File: src/rtl/hex_keypad_scanner.sv
// hex_keypad_scanner: scans a 4x4 hex keypad one column at a time, debounces
// whole-matrix scan results and hands clean key presses to a consumer over a
// valid/ready handshake.
// Optional feature: define KEYPAD_REPEAT_EN to build the auto-repeat logic.
// Without it, each clean press yields exactly one event.
module hex_keypad_scanner #(
  parameter int CLOCKFREQ      = 100,   // MHz
  parameter int SCAN_US        = 1000,  // per-column dwell in us
  parameter int DEBOUNCE_SCANS = 4,
  parameter int REPEAT_SCANS   = 32
) (
  input  logic       clk_i,
  input  logic       rst_i,
  input  logic [3:0] row_i,
  output logic [3:0] col_o,
  output logic [3:0] key_o,
  output logic       key_valid_o,
  input  logic       key_ready_i,
  output logic       key_held_o,
  output logic       overrun_o
);

  localparam int DWELL_CYCLES = CLOCKFREQ * SCAN_US;
  localparam int DWELL_W      = $clog2(DWELL_CYCLES);
  localparam int SCAN_MAX     = (DEBOUNCE_SCANS > REPEAT_SCANS) ? DEBOUNCE_SCANS : REPEAT_SCANS;
  localparam int SCAN_W       = $clog2(SCAN_MAX + 1);

  localparam logic [DWELL_W-1:0] DWELL_LAST = DWELL_W'(DWELL_CYCLES - 1);
  localparam logic [SCAN_W-1:0]  DEB_MAX    = SCAN_W'(DEBOUNCE_SCANS);

  // Scan result classification
  localparam logic [1:0] RES_NONE   = 2'd0;
  localparam logic [1:0] RES_SINGLE = 2'd1;
  localparam logic [1:0] RES_MULTI  = 2'd2;

  logic [3:0]         row_meta, row_sync;
  logic [DWELL_W-1:0] dwell_cnt;
  logic [1:0]         col_idx;
  logic               dwell_last, scan_done;
  logic [3:0]         pressed_now;
  logic [11:0]        samp_q;       // pressed flags of columns 0..2, bit c*4+r
  logic [15:0]        scan_mat;
  logic [1:0]         res_kind;
  logic [3:0]         res_code;     // zero unless res_kind is SINGLE
  logic [1:0]         prev_kind, stable_kind;
  logic [3:0]         prev_code;
  logic [SCAN_W-1:0]  match_cnt, match_next;
  logic               becomes_stable, press_ev;
  logic               key_ev;
  logic [3:0]         ev_code;
  logic               xfer;

  // Key code for matrix position idx = column*4 + row
  function automatic logic [3:0] key_map(input logic [3:0] idx);
    case (idx)
      4'd0:  key_map = 4'h1;  4'd1:  key_map = 4'h4;  4'd2:  key_map = 4'h7;  4'd3:  key_map = 4'h0;
      4'd4:  key_map = 4'h2;  4'd5:  key_map = 4'h5;  4'd6:  key_map = 4'h8;  4'd7:  key_map = 4'hF;
      4'd8:  key_map = 4'h3;  4'd9:  key_map = 4'h6;  4'd10: key_map = 4'h9;  4'd11: key_map = 4'hE;
      4'd12: key_map = 4'hA;  4'd13: key_map = 4'hB;  4'd14: key_map = 4'hC;  default: key_map = 4'hD;
    endcase
  endfunction

  // Two-flop synchroniser for the asynchronous row lines, idle high
  always_ff @(posedge clk_i) begin
    // NOTE: state registers use non-blocking assignments so every flop samples
    // pre-edge values regardless of statement order.
    if (rst_i) begin
      row_meta <= 4'hF;
      row_sync <= 4'hF;
    end else begin
      row_meta <= row_i;
      row_sync <= row_meta;
    end
  end

  assign dwell_last  = (dwell_cnt == DWELL_LAST);
  assign scan_done   = dwell_last && (col_idx == 2'd3);
  assign pressed_now = ~row_sync;
  assign col_o       = ~(4'b0001 << col_idx);

  // Column dwell counter and column index stepping 0->1->2->3->0
  always_ff @(posedge clk_i) begin
    if (rst_i) begin
      dwell_cnt <= '0;
      col_idx   <= 2'd0;
    end else if (dwell_last) begin
      dwell_cnt <= '0;
      col_idx   <= col_idx + 2'd1;
    end else begin
      dwell_cnt <= dwell_cnt + 1'b1;
    end
  end

  // Capture rows of columns 0..2 on the last dwell cycle; column 3 is used live
  always_ff @(posedge clk_i) begin
    // NOTE: sample storage has no reset: every slot is rewritten before the
    // column-3 sample that consumes it, so reset would only add fan-out.
    if (dwell_last) begin
      case (col_idx)
        2'd0:    samp_q[3:0]  <= pressed_now;
        2'd1:    samp_q[7:4]  <= pressed_now;
        2'd2:    samp_q[11:8] <= pressed_now;
        default: ;
      endcase
    end
  end

  assign scan_mat = {pressed_now, samp_q};

  // Classify the full matrix as NONE, SINGLE(code) or MULTI
  always_comb begin
    logic seen, multi;
    logic [3:0] code;
    // NOTE: every always_comb output gets a default first so no path can
    // leave it unassigned and infer a latch.
    seen     = 1'b0;
    multi    = 1'b0;
    code     = 4'h0;
    res_kind = RES_NONE;
    res_code = 4'h0;
    for (int i = 0; i < 16; i++) begin
      if (scan_mat[i]) begin
        if (seen) multi = 1'b1;
        seen = 1'b1;
        code = key_map(4'(i));
      end
    end
    if (multi) begin
      res_kind = RES_MULTI;
    end else if (seen) begin
      res_kind = RES_SINGLE;
      res_code = code;
    end
  end

  // Next match count: saturating run length of identical scan results
  always_comb begin
    if ((res_kind != prev_kind) || (res_code != prev_code)) begin
      match_next = SCAN_W'(1);
    end else if (match_cnt == DEB_MAX) begin
      match_next = DEB_MAX;
    end else begin
      match_next = match_cnt + 1'b1;
    end
  end

  assign becomes_stable = (match_next == DEB_MAX);
  assign press_ev = scan_done && becomes_stable &&
                    (stable_kind == RES_NONE) && (res_kind == RES_SINGLE);
  assign key_held_o = (stable_kind == RES_SINGLE);

  // Debounce state: previous result, match counter, stable classification
  always_ff @(posedge clk_i) begin
    if (rst_i) begin
      prev_kind   <= RES_NONE;
      prev_code   <= 4'h0;
      match_cnt   <= '0;
      stable_kind <= RES_NONE;
    end else if (scan_done) begin
      prev_kind <= res_kind;
      prev_code <= res_code;
      match_cnt <= match_next;
      if (becomes_stable) stable_kind <= res_kind;
    end
  end

`ifdef KEYPAD_REPEAT_EN
  localparam logic [SCAN_W-1:0] REP_LAST = SCAN_W'(REPEAT_SCANS - 1);

  logic [3:0]        stable_code;
  logic [SCAN_W-1:0] rep_cnt;
  logic              rep_armed, stays, rep_ev;

  // Stable state is still the same SINGLE key after this scan
  assign stays = (stable_kind == RES_SINGLE) &&
                 !(becomes_stable && ((res_kind != RES_SINGLE) || (res_code != stable_code)));
  assign rep_ev  = scan_done && rep_armed && stays && (rep_cnt == REP_LAST);
  assign key_ev  = press_ev | rep_ev;
  assign ev_code = press_ev ? res_code : stable_code;

  // Repeat timer: armed by a press event, counts scans while the key stays held
  always_ff @(posedge clk_i) begin
    if (rst_i) begin
      stable_code <= 4'h0;
      rep_cnt     <= '0;
      rep_armed   <= 1'b0;
    end else if (scan_done) begin
      if (becomes_stable) stable_code <= res_code;
      if (press_ev) begin
        rep_armed <= 1'b1;
        rep_cnt   <= '0;
      end else if (!stays) begin
        rep_armed <= 1'b0;
        rep_cnt   <= '0;
      end else if (rep_cnt == REP_LAST) begin
        rep_cnt <= '0;
      end else begin
        rep_cnt <= rep_cnt + 1'b1;
      end
    end
  end
`else
  assign key_ev  = press_ev;
  assign ev_code = res_code;
`endif

  assign xfer = key_valid_o && key_ready_i;

  // Output holding register with valid/ready handshake and overrun detection
  always_ff @(posedge clk_i) begin
    if (rst_i) begin
      key_o       <= 4'h0;
      key_valid_o <= 1'b0;
      overrun_o   <= 1'b0;
    end else begin
      overrun_o <= 1'b0;
      if (key_ev) begin
        if (!key_valid_o || xfer) begin
          key_o       <= ev_code;
          key_valid_o <= 1'b1;
        end else begin
          overrun_o <= 1'b1;
        end
      end else if (xfer) begin
        key_valid_o <= 1'b0;
      end
    end
  end

endmodule

File: config.mk
export PLATFORM = sky130hd
export DESIGN_NAME = hex_keypad_scanner
export DESIGN_NICKNAME = d
export VERILOG_FILES = /design/src/rtl/hex_keypad_scanner.sv
export SDC_FILE = /design/constraint.sdc
export NUM_CORES = 1
export LEC_CHECK = 0
export CAP_MARGIN = 15
export CELL_PAD_IN_SITES_DETAIL_PLACEMENT = 2
export CELL_PAD_IN_SITES_GLOBAL_PLACEMENT = 2
export CORE_MARGIN = 2
export CORE_UTILIZATION = 40
export CTS_CLUSTER_DIAMETER = 120
export DETAILED_ROUTE_END_ITERATION = 7
export PLACE_DENSITY_LB_ADDON = 0.1
export SLEW_MARGIN = 20
export SYNTH_ARGS = -nofsm -noshare
export SYNTH_HDL_FRONTEND = slang
export SYNTH_SLANG_ARGS = --single-unit
File: constraint.sdc
create_clock -name clk_i -period 5.82 [get_ports clk_i]
set_input_delay 1.164 -clock clk_i [delete_from_list [all_inputs] [get_ports clk_i]]
set_output_delay 1.164 -clock clk_i [all_outputs]
set_load 0.01 [all_outputs]
# Word-level counts from Yosys, hierarchy flattened
# Cells that the tools add are included.
word_totals:
  register_bits: 59
  mem_bits_ro: 0
  mem_count: 0
  ramBits: 0
  latch_bits: 0
  inputBits: 7
classes:
  muxes: 72
  div_mod_pow: 0
  mul: 0
  shifts: 1
  eq_ne: 11
  magnitude_cmp: 0
  n_reduce_logical: 19
  n_bitwise: 3
  n_addsub: 3
ops:
  columns: ["operator", "count"]
  rows:
  - ["$mux W4", 17]
  - ["$mux W1", 52]
  - ["$add A17 B1 Y17 const B", 1]
  - ["$eq A17 B17 Y1 const B", 1]
  - ["$eq A6 B3 Y1 const B", 2]
  - ["$mux W6", 2]
  - ["$reduce_and A2 Y1", 6]
  - ["$not A4 Y4", 2]
  - ["$add A6 B1 Y6 const B", 1]
  - ["$eq A2 B1 Y1 const B", 3]
  - ["$logic_and A1 B1 Y1", 5]
  - ["$eq A2 B2 Y1 const B", 2]
  - ["$logic_not A2 Y1", 2]
  - ["$ne A4 B4 Y1", 1]
  - ["$reduce_or A2 Y1", 2]
  - ["$shl A1 B2 Y4 const A", 1]
  - ["$add A2 B1 Y2 const B", 1]
  - ["$logic_or A1 B1 Y1", 2]
  - ["$mux W2", 1]
  - ["$ne A2 B1 Y1 const B", 1]
  - ["$ne A2 B2 Y1", 1]
  - ["$reduce_bool A2 Y1", 1]
  - ["$logic_not A1 Y1", 1]
  - ["$not A1 Y1", 1]

# Logic depth before layout (Yosys ltp)
# Gate-level depths: netlist (run 1).
logic_depth:
  depth_word: 41
  depth_mapped: 10
  ltp_nobuf: 9

# Worst setup path before layout (run 1)
# OpenSTA, ideal clock, no wires.
synth_timing:
  path_kind: "register to register"
  from: "register samp_q[6]"
  to: "register stable_kind[1]"
  setup_ps: 123
  synth_period_minus_slack_ps: 2675
  path_buffers: 2
  stages_incl_launch_ff: 11
  arrival_time_ps: 2552
  slack_ps: 3145
  cell_sequence: "edfxtp_1 -> or4_1 -> nor4_2 -> a211oi_1 -> nor4_2 -> buf_4 -> a31oi_1 -> and4bb_1 -> buf_6 -> nand3_2 -> mux2_1"
synth_between:
  elab_chain_len: 25
  word_cells_on_any_way: 49
synth_lines:
  columns: ["element", "line_no", "text"]
  rows:
  - ["from (decl)", "41", "logic [11:0] samp_q;"]
  - ["from (signal assigned)", "101", "2'd1: samp_q[7:4] <= pressed_now;"]
  - ["$mux W1", "122", "if (scan_mat[i]) begin"]
  - ["$mux W1", "123", "if (seen) multi = 1'b1;"]
  - ["$mux W1", "122", null]
  - ["$mux W1", "123", null]
  - ["$mux W1", "122", null]
  - ["$mux W1", "123", null]
  - ["$mux W1", "122", null]
  - ["$mux W1", "123", null]
  - ["(+9 left out)", null, null]
  - ["$mux W1", "123", null]
  - ["$mux W1", "122", null]
  - ["$mux W4 / $mux W2 (equally long branches)", "128", "if (multi) begin"]
  - ["$ne A4 B4 Y1 / $ne A2 B2 Y1 (equally long branches)", "138", "if ((res_kind != prev_kind) || (res_code != prev_code)) begin"]
  - ["$logic_or A1 B1 Y1", "138", null]
  - ["$mux W6", "138", null]
  - ["$eq A6 B3 Y1", "147", "assign becomes_stable = (match_next == DEB_MAX);"]
  - ["$reduce_and A2 Y1 (no line)", null, null]
  - ["to (signal assigned)", "163", "if (becomes_stable) stable_kind <= res_kind;"]
  - ["to (decl)", "45", "logic [1:0] prev_kind, stable_kind;"]
# Several ways; a longest one is shown, not always the timed one.
# A chain may end at the register's enable or synchronous reset.

# Worst setup path in the final report (run 1)
layout_timing:
  from: "register samp_q[9]"
  to: "register key_o[2]"
layout_between:
  elab_chain_len: 22
  word_cells_on_any_way: 41
layout_lines:
  columns: ["element", "line_no", "text"]
  rows:
  - ["from (signal assigned)", "102", "2'd2: samp_q[11:8] <= pressed_now;"]
  - ["$mux W1", "122", null]
  - ["$mux W1", "123", null]
  - ["$mux W1", "122", null]
  - ["$mux W1", "123", null]
  - ["$mux W1", "122", null]
  - ["$mux W1", "123", null]
  - ["$mux W1", "122", null]
  - ["$mux W1", "123", null]
  - ["(+5 left out)", null, null]
  - ["$mux W4 / $mux W2 (equally long branches)", "128", null]
  - ["$ne A4 B4 Y1 / $ne A2 B2 Y1 (equally long branches)", "138", null]
  - ["$logic_or A1 B1 Y1", "138", null]
  - ["$mux W6", "138", null]
  - ["$eq A6 B3 Y1", "147", null]
  - ["$logic_and A1 B1 Y1 (2 in a row)", "148", "assign press_ev = scan_done && becomes_stable &&"]
  - ["$logic_and A1 B1 Y1", "149", "(stable_kind == RES_NONE) && (res_kind == RES_SINGLE);"]
  - ["$reduce_and A2 Y1 (no line)", null, null]
  - ["to (signal assigned)", "219", "key_o <= ev_code;"]
  - ["to (decl)", "16", "output logic [3:0] key_o,"]
# Several ways; a longest one is shown, not always the timed one.

==> results of run 1 <==
[registers in the layout, indices dropped and copies added, names as in the netlist]
register,cells
col_idx,2
key_o,4
key_valid_o,1
dwell_cnt,17
row_meta,4
match_cnt,6
samp_q,12
row_sync,4
prev_code,4
prev_kind,2
stable_kind,2
overrun_o,1
[synthesized netlist by cell type (all sizes together), types with 4 or more instances]
cell,instances,area (sq um)
dfxtp,47,941
nor2,44,165
inv,22,82.6
nand2,22,82.6
nand3,16,90.1
or2,13,81.3
edfxtp,12,360
xnor2,12,105
a21oi,11,55.1
nor3,11,55.1
clkbuf,9,33.8
nor4,8,68.8
ha,7,87.6
nor2b,7,43.8
or3,6,42.5
xor2,6,52.6
a31oi,5,31.3
and2,5,31.3
nand4,5,31.3
o21ai,5,25.0
o31ai,5,37.5
mux2,4,45.0
nand2b,4,25.0
nand3b,4,30.0
[through the flow]
stage | std cells | power (mW) | setup WS, ns | hold WS (ns)
6_report | 448 | 0.784 | 2.12 | 0.420
5_1_grt | 448 | 0.819 | 1.79 | 0.441
4_1_cts | 448 | 0.797 | 2.06 | 0.422
3_5_place_dp | 432 | 0.461 | 2.19 | 0.399
3_3_place_gp | 432 | 0.459 | 2.36 | 0.391
2_1_floorplan | 326 | 0.449 | 3.14 | 0.389
[where the power goes]
group / switching (mW) / internal [mW]
combinational: 0.0163 / 0.0114
clock: 0.177 / 0.156
sequential: 0.00275 / 0.420
total: 0.196 / 0.588
[layout make-up]
class / instances / area, sq um
clock inverter: 7 / 52.6
multi-input combinational: 234 / 1500
timing repair buffer: 18 / 178
sequential: 59 / 1300
inverter: 22 / 82.6
tap: 99 / 124
fill: 768 / 3820
clock buffer: 9 / 124
[cells by family after synthesis]
logic type,count (synthesis),synth area share (%)
xor gates and xnor gates,18,5.37
DFF,59,44.3
adders and majority gates,8,3.33
muxes,6,2.22
AOI/OAI and AO/OA,48,12.0
and+or+nand+nor,154,28.1
buffers and inverters,33,4.61
[path summary, 6_finish.rpt]
kind / from / to / slack, ns / cells past startpoint
worst max-delay path: samp_q[9]$_DFFE_PP_ / key_o[2]$_SDFFE_PP0P_ / 2.12 / 8
worst min register to register: row_meta[2]$_SDFF_PP1_ / row_sync[2]$_SDFF_PP1_ / 0.42 / 1
worst max register to register: samp_q[9]$_DFFE_PP_ / key_o[2]$_SDFFE_PP0P_ / 2.12 / 8
worst min-delay path: row_meta[2]$_SDFF_PP1_ / row_sync[2]$_SDFF_PP1_ / 0.42 / 1
[per-layer routing]
layer | part of all wire, % | up-vias | wire (microns)
met5 | 0 | - | 0
met4 | 0.77 | 0 | 59
met3 | 2.2 | 5 | 165
met2 | 48 | 24 | 3670
met1 | 49 | 1197 | 3780
li1 | - | 1180 | -
[critical path, cell delays in order (launching register included)]
cell and delay, ns:
sky130_fd_sc_hd__edfxtp_1 0.50, sky130_fd_sc_hd__or3_4 0.45, sky130_fd_sc_hd__nor4_2 0.27, sky130_fd_sc_hd__a211oi_1 0.10
sky130_fd_sc_hd__nor4_2 0.85, sky130_fd_sc_hd__a21boi_0 0.21, sky130_fd_sc_hd__and4bb_1 0.65, sky130_fd_sc_hd__nand3_2 0.23
sky130_fd_sc_hd__mux2_2 0.33
==> impl_metrics.xml, run 1 <==
<?xml version="1.0" encoding="UTF-8"?>
<metrics>
  <group name="outcome">
    <metric name="outcome" unit="">finished, final reports clean</metric>
  </group>
  <group name="finish">
    <metric name="nNetsFinal" unit="">358</metric>
    <metric name="layout_commonest_cell" unit="">sky130_fd_sc_hd__dfxtp_1</metric>
    <metric name="diodes" unit="">0</metric>
    <metric name="area.growth.synth_to_final" unit="%">14.5</metric>
    <metric name="final_design_area_no_fill" unit="sq um">3360</metric>
    <metric name="postLayoutCoreUtil" unit="%">46.8</metric>
    <metric name="final_layout_size_suffix_gt1_share" unit="%">11.2</metric>
    <metric name="highest_count_cells_in_the_layout_ignoring_fill_and_taps" unit="">47 x sky130_fd_sc_hd__dfxtp_1, 44 x sky130_fd_sc_hd__nor2_1, 22 x sky130_fd_sc_hd__inv_1, 22 x sky130_fd_sc_hd__nand2_1, 17 x sky130_fd_sc_hd__clkdlybuf4s50_1</metric>
  </group>
  <group name="sta">
    <metric name="slew_headroom" unit="%">36.1</metric>
    <metric name="tmin_final" unit="ns">3.70</metric>
    <metric name="maximum_clock_skew_at_final_layout" unit="ns">0.0106</metric>
    <metric name="final-setup-viol-count" unit="">0</metric>
    <metric name="slew_viols_final" unit="">0</metric>
    <metric name="tns" unit="ns">0</metric>
    <metric name="worst_slew_pin_slew" unit="ns">0.950</metric>
    <metric name="finalHoldViolCount" unit="">0</metric>
    <metric name="rsz0062_at_grt" unit="">no</metric>
    <metric name="max_freq" unit="GHz">0.270</metric>
    <metric name="final_clock_period_utilization_by_the_worst_path" unit="%">63.5</metric>
  </group>
  <group name="placement">
    <metric name="detailed_place_hpwl" unit="microns">5440</metric>
    <metric name="gp_congestion" unit="">0.788</metric>
    <metric name="placed_area" unit="sq um">3180</metric>
    <metric name="place.port_buffers" unit="">17</metric>
  </group>
  <group name="clock_tree">
    <metric name="quantity_of_gates_resized_following_cts" unit="">0</metric>
    <metric name="cts.htree.levels" unit="">3</metric>
    <metric name="cts_tree" unit="">yes</metric>
    <metric name="post_cts_buffers" unit="">0</metric>
    <metric name="clkTransAtPathRegs" unit="ns">0.08</metric>
    <metric name="cts_buffers" unit="">9</metric>
    <metric name="cts_root_buffer" unit="">sky130_fd_sc_hd__clkbuf_8</metric>
    <metric name="clk_path_buf_depth" unit="">2</metric>
    <metric name="worst_skew_late_latency" unit="ns">0.34</metric>
    <metric name="cts_num_sinks" unit="">59</metric>
    <metric name="cts_hold_buf" unit="">0</metric>
  </group>
  <group name="global_route">
    <metric name="grt.overflow.total" unit="">0</metric>
    <metric name="met1_usage" unit="%">29.3</metric>
    <metric name="grt_first_pass_wirelength" unit="microns">12800</metric>
    <metric name="vias_in_the_first_global_route" unit="">2505</metric>
    <metric name="grt_use_met2" unit="%">33.2</metric>
    <metric name="grt_max_degree" unit="">35</metric>
    <metric name="gr_peak_layer" unit="">met2</metric>
    <metric name="global_route_met3_usage" unit="%">5.21</metric>
    <metric name="global_route.usage.total" unit="%">21.0</metric>
    <metric name="grt_antenna_before_repair" unit="">0</metric>
  </group>
  <group name="critical_path">
    <metric name="critical_path_peak_fanout" unit="">11</metric>
    <metric name="worst-endpoint-required" unit="ns">6.05</metric>
    <metric name="setup.worst_path.start_class" unit="">flip-flop</metric>
    <metric name="arrival" unit="ns">3.93</metric>
    <metric name="worst_setup_path_end_kind" unit="">flip-flop</metric>
    <metric name="critical_path_class" unit="">reg -&gt; reg</metric>
  </group>
  <group name="synthesis">
    <metric name="postSynth.asyncResetShare" unit="%">0</metric>
    <metric name="synth_enable_flop_cells" unit="">12</metric>
    <metric name="avgSynthCellArea" unit="sq um">9.00</metric>
    <metric name="ys_seq_area_share" unit="%">44.3</metric>
    <metric name="syn-instance-count" unit="">326</metric>
    <metric name="syn_nets" unit="">340</metric>
    <metric name="synthesis.yosys.warnings" unit="">0</metric>
    <metric name="ys.flop_type" unit="">sky130_fd_sc_hd__dfxtp_1</metric>
    <metric name="post_synth_num_cell_types" unit="">59</metric>
    <metric name="post_synth_instance_area" unit="sq um">2930</metric>
    <metric name="ff_latch_count_synth" unit="">59</metric>
  </group>
  <group name="floorplanning">
    <metric name="floorplan.rows" unit="">31</metric>
    <metric name="die-area" unit="sq um">8040</metric>
    <metric name="y_dimension_of_the_die" unit="microns">89.6</metric>
    <metric name="floorplan.io_pins" unit="">18</metric>
    <metric name="initial_core_util" unit="%">40.9</metric>
    <metric name="core_area" unit="sq um">7180</metric>
    <metric name="die_w" unit="microns">89.6</metric>
  </group>
  <group name="routing">
    <metric name="detail_routed_via_count_per_cell" unit="">5.37</metric>
    <metric name="avgRoutedWirePerCell" unit="microns">17.1</metric>
    <metric name="wl" unit="microns">7670</metric>
    <metric name="ant_nets" unit="">0</metric>
    <metric name="drtIter0Drc" unit="">79</metric>
    <metric name="firstDrtPassIters" unit="">4</metric>
    <metric name="drc" unit="">0</metric>
    <metric name="via_count" unit="">2406</metric>
  </group>
  <group name="power_and_ir_drop">
    <metric name="vdd_drop_max" unit="mV">0.114</metric>
    <metric name="power-per-cell-area" unit="nW/um^2">234</metric>
    <metric name="power.leakage" unit="nW">1.15</metric>
  </group>
  <group name="hold_path">
    <metric name="hold_class" unit="">reg -&gt; reg</metric>
  </group>
  <group name="job">
    <metric name="max_cap_violations" unit="">0</metric>
  </group>
</metrics>
Note: power is estimated with default switching activity, not from simulation.
==> inputs of run 2 (changes only) <==
--- a/config.mk
+++ b/config.mk
@@ -9,7 +9,7 @@
 export CELL_PAD_IN_SITES_DETAIL_PLACEMENT = 2
 export CELL_PAD_IN_SITES_GLOBAL_PLACEMENT = 2
 export CORE_MARGIN = 2
-export CORE_UTILIZATION = 40
+export CORE_UTILIZATION = 33
 export CTS_CLUSTER_DIAMETER = 120
 export DETAILED_ROUTE_END_ITERATION = 7
 export PLACE_DENSITY_LB_ADDON = 0.1
==> constraint.sdc (replaced) <==
create_clock -name clk_i -period 2.95 [get_ports clk_i]
set_input_delay 0.59 -clock clk_i [delete_from_list [all_inputs] [get_ports clk_i]]
set_output_delay 0.59 -clock clk_i [all_outputs]
set_load 0.01 [all_outputs]
==> impl_metrics.xml, run 2 (synthesized netlist as in run 1, its figures left out) <==
<?xml version="1.0" encoding="UTF-8"?>
<metrics>
  <group name="global_route">
    <metric name="grt_first_pass_wirelength" unit="microns">13100</metric>
    <metric name="grt_max_degree" unit="">27</metric>
    <metric name="grt_antenna_before_repair" unit="">0</metric>
    <metric name="global_route.usage.total" unit="%">16.9</metric>
    <metric name="grt.overflow.total" unit="">0</metric>
    <metric name="vias_in_the_first_global_route" unit="">2734</metric>
  </group>
  <group name="clock_tree">
    <metric name="clkTransAtPathRegs" unit="ns">0.07</metric>
    <metric name="clk_path_buf_depth" unit="">2</metric>
    <metric name="cts_hold_buf" unit="">0</metric>
    <metric name="cts_num_sinks" unit="">59</metric>
    <metric name="cts_buffers" unit="">9</metric>
    <metric name="cts_tree" unit="">yes</metric>
    <metric name="worst_skew_late_latency" unit="ns">0.33</metric>
    <metric name="cts.htree.levels" unit="">3</metric>
    <metric name="cts_root_buffer" unit="">sky130_fd_sc_hd__clkbuf_8</metric>
  </group>
  <group name="finish">
    <metric name="max_flop_register" unit="">dwell_cnt</metric>
    <metric name="nNetsFinal" unit="">383</metric>
    <metric name="fillCellCount" unit="">1010</metric>
    <metric name="layout_commonest_cell" unit="">sky130_fd_sc_hd__dfxtp_1</metric>
    <metric name="highest_count_cells_in_the_layout_ignoring_fill_and_taps" unit="">47 x sky130_fd_sc_hd__dfxtp_1, 44 x sky130_fd_sc_hd__nor2_1, 26 x sky130_fd_sc_hd__buf_4, 22 x sky130_fd_sc_hd__inv_1, 22 x sky130_fd_sc_hd__nand2_1</metric>
    <metric name="finish.cell_count_without_fillers" unit="">482</metric>
    <metric name="area.growth.synth_to_final" unit="%">21.5</metric>
    <metric name="biggestRegsByFlops" unit="">dwell_cnt (17), samp_q (12), match_cnt (6)</metric>
    <metric name="diodes" unit="">0</metric>
    <metric name="final_layout_size_suffix_gt1_share" unit="%">17.6</metric>
    <metric name="largest_register_ffs" unit="">17</metric>
  </group>
  <group name="critical_path">
    <metric name="path_cells" unit="">or3_4 &gt; nor4_2 &gt; a211oi_1 &gt; nor4_2 &gt; buf_4 &gt; a31oi_1 &gt; and4bb_2 &gt; nand3_2 &gt; mux2_1</metric>
    <metric name="cpPeakStageDelay" unit="ns">0.44</metric>
    <metric name="critical_path_class" unit="">reg -&gt; reg</metric>
    <metric name="cp_common_cell" unit="">sky130_fd_sc_hd__nor4_2</metric>
    <metric name="setup.worst_path.start_class" unit="">flip-flop</metric>
    <metric name="critical_path_peak_fanout" unit="">10</metric>
    <metric name="worst_setup_path_end_kind" unit="">flip-flop</metric>
    <metric name="crit_buf_inv" unit="">1</metric>
    <metric name="worst_path_dominant_cell_family" unit="">simple AND/OR/NAND/NOR gates</metric>
    <metric name="arrival" unit="ns">2.99</metric>
    <metric name="worst-endpoint-required" unit="ns">3.17</metric>
    <metric name="crit_path_top_delay_cell" unit="">sky130_fd_sc_hd__edfxtp_1</metric>
  </group>
  <group name="routing">
    <metric name="firstDrtPassIters" unit="">4</metric>
    <metric name="drc" unit="">0</metric>
    <metric name="avgRoutedWirePerCell" unit="microns">15.7</metric>
    <metric name="ant_nets" unit="">0</metric>
    <metric name="drtIter0Drc" unit="">55</metric>
    <metric name="wl" unit="microns">7580</metric>
    <metric name="via_count" unit="">2480</metric>
    <metric name="detail_routed_via_count_per_cell" unit="">5.15</metric>
  </group>
  <group name="sta">
    <metric name="maximum_clock_skew_at_final_layout" unit="ns">0.00812</metric>
    <metric name="tmin_final" unit="ns">2.77</metric>
    <metric name="tns" unit="ns">0</metric>
    <metric name="slew_viols_final" unit="">0</metric>
    <metric name="max_freq" unit="GHz">0.361</metric>
    <metric name="final_clock_period_utilization_by_the_worst_path" unit="%">93.9</metric>
    <metric name="worst_slew_pin_slew" unit="ns">0.582</metric>
    <metric name="final-setup-viol-count" unit="">0</metric>
    <metric name="fin_hold_ws" unit="ns">0.408</metric>
    <metric name="slew_headroom" unit="%">60.8</metric>
    <metric name="finalHoldViolCount" unit="">0</metric>
  </group>
  <group name="floorplanning">
    <metric name="die-area" unit="sq um">9660</metric>
    <metric name="floorplan.rows" unit="">34</metric>
    <metric name="core_area" unit="sq um">8680</metric>
    <metric name="initial_core_util" unit="%">33.8</metric>
    <metric name="floorplan.io_pins" unit="">18</metric>
    <metric name="y_dimension_of_the_die" unit="microns">98.3</metric>
    <metric name="die_w" unit="microns">98.3</metric>
  </group>
  <group name="job">
    <metric name="max_cap_violations" unit="">0</metric>
  </group>
  <group name="outcome">
    <metric name="outcome" unit="">finished, final reports clean</metric>
  </group>
  <group name="power_and_ir_drop">
    <metric name="vdd_drop_max" unit="mV">0.193</metric>
    <metric name="power-per-cell-area" unit="nW/um^2">417</metric>
    <metric name="power.leakage" unit="nW">1.27</metric>
  </group>
  <group name="placement">
    <metric name="detailed_place_hpwl" unit="microns">5750</metric>
    <metric name="place.port_buffers" unit="">17</metric>
    <metric name="dp_cells" unit="">456</metric>
    <metric name="gp_congestion" unit="">0.781</metric>
  </group>
  <group name="hold_path">
    <metric name="hold_class" unit="">reg -&gt; reg</metric>
  </group>
</metrics>
-- run 2: changes by cell type in the layout (fill, tap and decap cells not counted), moves of 2 or more --
cell	previous run	this run
sky130_fd_sc_hd__buf_4	1	26
sky130_fd_sc_hd__clkbuf_1	0	2
sky130_fd_sc_hd__clkinv_1	1	4
sky130_fd_sc_hd__clkinvlp_4	3	0
sky130_fd_sc_hd__inv_6	2	0
sky130_fd_sc_hd__nor4_1	5	3
sky130_fd_sc_hd__nor4_2	3	5
-- run 2: layer usage --
layer / wire [microns] / up-vias / global-route usage (%)
met3: 138 / 14 / 3.01
met2: 3750 / 20 / 28.7
li1: - / 1227 / -
met1: 3570 / 1219 / 21.2
met5: 0 / - / 0
met4: 127 / 0 / 7.06
-- run 2: final timing paths --
path | startpoint | to | slack, ns | depth (start not counted)
worst max-delay path | samp_q[2]$_DFFE_PP_ | stable_kind[1]$_SDFFE_PP0P_ | 0.18 | 9
worst min-delay path | row_meta[1]$_SDFF_PP1_ | row_sync[1]$_SDFF_PP1_ | 0.41 | 1
worst max register to register | samp_q[2]$_DFFE_PP_ | stable_kind[1]$_SDFFE_PP0P_ | 0.18 | 9
worst min register to register | row_meta[1]$_SDFF_PP1_ | row_sync[1]$_SDFF_PP1_ | 0.41 | 1
-- run 2: report_power, final --
part | internal, mW | switching, mW
Sequential | 0.830 | 0.00553
Combinational | 0.0284 | 0.0341
Clock | 0.292 | 0.298
-- run 2: per-stage QoR --
step	power, mW	setup WS [ns]	cell area, sq um	utilization [%]
floorplan	0.887	0.275	2930	-
global placement	0.910	0.180	3310	38.1
detailed placement	0.911	0.0886	3310	38.1
CTS	1.51	0.0839	3460	39.9
global route	1.56	-0.00354	3570	41.1
finish	1.49	0.180	3570	41.1
-- run 2: area by class of cell --
| type | instances | area, sq um | area share [%] |
|---|---|---|---|
| Multi-Input combinational cell | 234 | 1530 | 42.9 |
| Clock buffer | 11 | 131 | 3.68 |
| Tap cell | 108 | 135 | 3.79 |
| Timing Repair Buffer | 43 | 365 | 10.2 |
| Clock inverter | 5 | 20.0 | 0.561 |
| Sequential cell | 59 | 1300 | 36.5 |
| Inverter | 22 | 82.6 | 2.32 |
-- run 2: repair_timing --
item                                   in CTS  in global routing
endpoints found under the hold margin       0                  0
setup endpoints to repair                   0                 10
gates resized for setup                     0                  7
setup buffers                               0                 10
